--- src/rtl/fifo_pkg.sv ---
// -----------------------------------------------------------------------------
// fifo_pkg
// Shared definitions for the FIFO burst writer.
//   DEF_DATA_WIDTH : default stream / FIFO write data width
//   DEF_MAX_BURST  : default largest legal burst length in words
//   wr_state_t     : burst writer FSM state (IDLE, WRITE, DONE)
// -----------------------------------------------------------------------------
package fifo_pkg;

  localparam int unsigned DEF_DATA_WIDTH = 8;
  localparam int unsigned DEF_MAX_BURST  = 16;

  typedef enum logic [1:0] {
    IDLE  = 2'd0,
    WRITE = 2'd1,
    DONE  = 2'd2
  } wr_state_t;

endpackage

--- src/rtl/fifo_burst_writer.sv ---
// -----------------------------------------------------------------------------
// fifo_burst_writer
// Moves a requested number of words from an upstream valid/ready stream into
// a FIFO write port, stalling while the FIFO reports full.
//
// Ports
//   clk, rst_n          : clock, synchronous active-low reset
//   start, burst_len    : burst request (accepted only in IDLE with a legal length)
//   abort               : terminates an active burst without writing that cycle
//   s_valid, s_data     : upstream word offered
//   s_ready             : upstream word consumed this cycle
//   full                : FIFO full flag
//   w_en, wdata         : FIFO write enable / data
//   busy                : FSM not in IDLE
//   done, err, aborted  : single-cycle status pulses
//   words_written       : words written in the current / last burst
//   stall_cycles        : WRITE cycles lost to full, saturating
//   state_o             : current FSM state for observation
//
// Handshake: a word transfers on every cycle where s_valid and s_ready are
// both high at the rising edge. s_valid may be held low indefinitely; the
// writer waits without timeout. s_ready is identical to w_en, so every
// consumed upstream word is written to the FIFO in the same cycle.
// -----------------------------------------------------------------------------
module fifo_burst_writer
  import fifo_pkg::*;
#(
  parameter int unsigned DATA_WIDTH = DEF_DATA_WIDTH,
  parameter int unsigned MAX_BURST  = DEF_MAX_BURST,
  localparam int unsigned LEN_W     = $clog2(MAX_BURST) + 1
) (
  input  logic                  clk,
  input  logic                  rst_n,
  input  logic                  start,
  input  logic [LEN_W-1:0]      burst_len,
  input  logic                  abort,
  input  logic                  s_valid,
  input  logic [DATA_WIDTH-1:0] s_data,
  output logic                  s_ready,
  input  logic                  full,
  output logic                  w_en,
  output logic [DATA_WIDTH-1:0] wdata,
  output logic                  busy,
  output logic                  done,
  output logic                  err,
  output logic                  aborted,
  output logic [LEN_W-1:0]      words_written,
  output logic [15:0]           stall_cycles,
  output wr_state_t             state_o
);

  wr_state_t        state_q, state_d;
  logic [LEN_W-1:0] len_q, len_d;
  logic [LEN_W-1:0] words_q, words_d;
  logic [15:0]      stall_q, stall_d;
  logic             err_q, err_d;
  logic             aborted_q, aborted_d;
  logic             len_ok;
  logic             write_fire;

  assign len_ok     = (burst_len != '0) && (burst_len <= LEN_W'(MAX_BURST));
  // abort wins over a pending write in the same cycle
  assign write_fire = (state_q == WRITE) && s_valid && !full && !abort;

  always_comb begin
    state_d   = state_q;
    len_d     = len_q;
    words_d   = words_q;
    stall_d   = stall_q;
    err_d     = 1'b0;
    aborted_d = 1'b0;
    case (state_q)
      IDLE: begin
        if (start) begin
          if (len_ok) begin
            len_d   = burst_len;
            words_d = '0;
            stall_d = '0;
            state_d = WRITE;
          end else begin
            err_d = 1'b1;
          end
        end
      end
      WRITE: begin
        // a full stall is counted even on the cycle an abort arrives
        if (s_valid && full && (stall_q != 16'hFFFF)) begin
          stall_d = stall_q + 16'd1;
        end
        if (abort) begin
          aborted_d = 1'b1;
          state_d   = IDLE;
        end else if (write_fire) begin
          words_d = words_q + LEN_W'(1);
          if (words_q == len_q - LEN_W'(1)) begin
            state_d = DONE;
          end
        end
      end
      DONE: begin
        state_d = IDLE;
      end
      default: begin
        state_d = IDLE;
      end
    endcase
  end

  always_ff @(posedge clk) begin
    if (!rst_n) begin
      state_q   <= IDLE;
      len_q     <= '0;
      words_q   <= '0;
      stall_q   <= '0;
      err_q     <= 1'b0;
      aborted_q <= 1'b0;
    end else begin
      state_q   <= state_d;
      len_q     <= len_d;
      words_q   <= words_d;
      stall_q   <= stall_d;
      err_q     <= err_d;
      aborted_q <= aborted_d;
    end
  end

  assign s_ready       = write_fire;
  assign w_en          = write_fire;
  assign wdata         = s_data;
  assign busy          = (state_q != IDLE);
  assign done          = (state_q == DONE);
  assign err           = err_q;
  assign aborted       = aborted_q;
  assign words_written = words_q;
  assign stall_cycles  = stall_q;
  assign state_o       = state_q;

endmodule

--- config.mk ---
export PLATFORM = sky130hd
export DESIGN_NAME = fifo_burst_writer
export DESIGN_NICKNAME = d
export VERILOG_FILES = /design/src/rtl/fifo_pkg.sv /design/src/rtl/fifo_burst_writer.sv
export SDC_FILE = /design/constraint.sdc
export NUM_CORES = 1
export LEC_CHECK = 0
export CAP_MARGIN = 20
export CELL_PAD_IN_SITES_DETAIL_PLACEMENT = 1
export CELL_PAD_IN_SITES_GLOBAL_PLACEMENT = 1
export CORE_MARGIN = 8
export CORE_UTILIZATION = 33
export DETAILED_ROUTE_END_ITERATION = 6
export GPL_ROUTABILITY_DRIVEN = 1
export PLACE_DENSITY_LB_ADDON = 0.25
export SLEW_MARGIN = 20
export SYNTH_ARGS = -nofsm -noshare
export SYNTH_HDL_FRONTEND = slang
export SYNTH_SLANG_ARGS = --single-unit
--- constraint.sdc ---
create_clock -name clk -period 1.9 [get_ports clk]
set_clock_uncertainty 0.1 [all_clocks]
set_input_delay 0.38 -clock clk [delete_from_list [all_inputs] [get_ports clk]]
set_output_delay 0.38 -clock clk [all_outputs]
set_load 0.005 [all_outputs]
==> results.yml <==
sta:
  max_clock_freq_ghz: 0.543
  maxSlewHeadroom_pct: 76.1
  fin_crit_ps: 1840
  finalCritPeriodShare_pct: 97.0
  rsz0062_at_grt: "true"
  fin_ws_ps: 57.7
  tightest_slew_ps: 355
  finalSetupViolCount: 0
  whs_ps: 360
  hold_viol: 0
  drv_slew: 0
global_routing:
  grt_pass1_vias: 1602
  grt_overflow: 0
  grt_max_degree: 22
  grt_pass1_wl_mm: 7.87
  antenna_found_initial: 0
  grt_use_total_pct: 13.6
critical_path:
  r2r-end: "len_q[2]"
  slowest_stage: "dfxtp_2"
  r2r-start: "state_o[1]"
  crit_family: "buffers and inverters"
  required_ps: 1420
  end_kind: "primary output"
  startpoint_type: "flop"
  crit_start: "state_o[1]"
  criticalPathCategory: "reg2out"
  worstPathArrival_ps: 1360
  r2r_setup_slack_ps: 120
  crit_cells: 3
  crit_buf_inv: 2
  critPathMaxFanout: 8
  cp-endpoint: "busy"
  ff2ff_path_depth: 7
  max_stage_delay_ps: 340
  path_cells: "buf_4 -> or2_2 -> dlygate4sd2_1"
synth:
  synth-async-reset-ratio_pct: 0
  yosysSeqAreaShare_pct: 37.2
  ys_types: 38
  synth_cells: 181
  synth-seq-cells: 30
  synthFlopType: "dfxtp_1"
  ys_warn_count: 0
  syn_avg_cell_area_um2: 8.92
  synth_nets: 203
  synth_edf_count: 0
  syn_area_um2: 1610
finish:
  seq_area_um2: 602
  num-fill-cells: 545
  area_growth_pct: 41.8
  finalNetCount: 253
  multi_input_area_um2: 942
  n_antenna_cell: 0
  drive_gt1_share_pct: 19.0
detailed_routing:
  wire_per_inst_um: 16.1
  routed_wl_mm: 4.81
  drt-initial-drc-count: 60
  drt_pass1_iterations: 4
  ant_nets: 0
  remaining_drc_errors: 0
  vias: 1465
  routed_via_density: 4.90
floorplan:
  die_h_um: 85.9
  rows: 25
  core-area_um2: 4720
  start_util_pct: 34.2
  die-area_um2: 7380
  pin_count: 56
  die_w_um: 85.9
clock_network:
  clk_pin_slew_ps: 60
  cts_num_sinks: 30
  clk_latency_ps: 280
  numCtsBuffers: 5
  cts_tree: "built"
  cts_root_buf: "clkbuf_8"
  cts_buffer_depth: 2
  cts-htree-levels: 2
placed_design:
  dp_hpwl_mm: 3.72
  gp_congestion: 0.754
  port_buffers: 39
  place_ws_ps: -445
flow_run:
  max_cap_viol_count: 0
hold_path:
  hold-path-cell-count: 3
  hold_path_class: "in2reg"
pwr:
  irDropWorstVdd_mv: 0.291
  power_density_nw_per_um2: 590
  leakage_uw: 0.000875
status:
  outcome: "finished clean"
state kept, by name, summed over array words and instances, names as in the netlist:
name           cells
state_o            2
stall_cycles      16
aborted            1
len_q              5
words_written      5
err                1
timing repair:
| item | 4_1_cts | 5_1_grt |
|---|---|---|
| hold buffers | 0 | 0 |
| hold endpoints to repair | 0 | 0 |
| buffers inserted | 1 | 0 |
| endpoints found under the setup margin | 28 | 26 |
| gates resized for setup | 13 | 11 |
| gates cloned | 1 | 0 |
| pin swaps | 2 | 1 |
Yosys cell counts (all sizes together) (2+ instances only):
library cell	instances	area share, %
and4	2	1.2
inv	6	1.4
xor2	3	1.6
and3	3	1.2
nand2	14	3.3
nor4b	2	1.5
mux2i	6	3.7
nor2	26	6.0
a211oi	2	0.93
xnor2	24	13
a21boi	2	1.2
and4b	2	1.2
a21oi	10	3.6
ha	3	2.3
nor4	6	3.3
buf	14	6.1
nor3	4	1.9
dfxtp	30	37
nand3	11	4.2
nand4	2	0.78
tightest hold or removal path: stages:
cell and delay, ps:
dlymetal6s2s_1 160, mux2i_1 90, nor2_1 70
layer usage:
layer | wire length (µm) | share of wire [%] | GRT usage [%]
met1 | 1990 | 41 | 14.3
met2 | 2380 | 49 | 23.5
met3 | 359 | 7.5 | 5.64
met4 | 75 | 1.6 | 5.25
met5 | 0 | 0 | 0
per-stage QoR:
stage          total power [µW]  utilization, %  instances  area (µm²)  TNS [ps]
2_1_floorplan               753               -        181        1610         0
5_1_grt                    1420            48.5        299        2290     -8.81
3_5_place_dp                820            44.9        289        2120    -11270
6_report                   1350            48.5        299        2290         0
3_3_place_gp                811            44.9        289        2120     -7440
4_1_cts                    1370            47.5        299        2240         0
placed cells by master, fill, tap and decap left out, types with 5 or more instances in the layout:
| cell | synthesis | layout |
|---|---|---|
| xnor2_1 | 24 | 24 |
| clkbuf_8 | 0 | 6 |
| dfxtp_1 | 30 | 29 |
| clkdlybuf4s50_1 | 0 | 29 |
| inv_1 | 6 | 6 |
| mux2i_1 | 6 | 5 |
| nand2_1 | 14 | 13 |
| nor2_1 | 26 | 26 |
| dlygate4sd2_1 | 0 | 5 |
| buf_4 | 9 | 15 |
| nand3_1 | 10 | 10 |
| a21oi_1 | 8 | 8 |
layout make-up:
class	count	share of cell area (%)
Clock buffer	7	3.77
Clock inverter	1	0.219
Tap cell	67	3.66
Timing Repair Buffer	57	23.9
Sequential cell	30	26.3
Multi-Input combinational cell	131	41.2
Inverter	6	0.984
kinds of logic after synthesis:
group                    count (synthesis)  synth area share [%]
adder cells (fa/ha/maj)                  3                  2.33
AO/OA/AOI/OAI                           16                  6.51
multiplexers                             6                  3.72
flip-flops                              30                  37.2
AND/OR/NAND/NOR                         79                  28.1
XOR/XNOR                                27                  14.7
buffers and inverters                   20                  7.52
power breakdown:
part,internal (µW),total (µW),switching (µW),leakage (µW)
logic,88.9,166,77.3,0.000583
clock network,292,533,242,0.0000482
registers,640,650,10.5,0.000243
total,1020,1350,330,0.000875
worst min-delay path by stage:
| stage | startpoint | endpoint | slack [ps] |
|---|---|---|---|
| 2_1_floorplan | len_q[4] | len_q[4] | 350 |
| 3_3_place_gp | len_q[4] | len_q[4] | 370 |
| 3_5_place_dp | len_q[4] | len_q[4] | 390 |
| 4_1_cts | len_q[4] | len_q[4] | 400 |
| 5_1_grt | burst_len[0] | len_q[0] | 360 |
| 6_report | burst_len[0] | len_q[0] | 360 |
No activity file was read; power rests on OpenSTA's default activity.
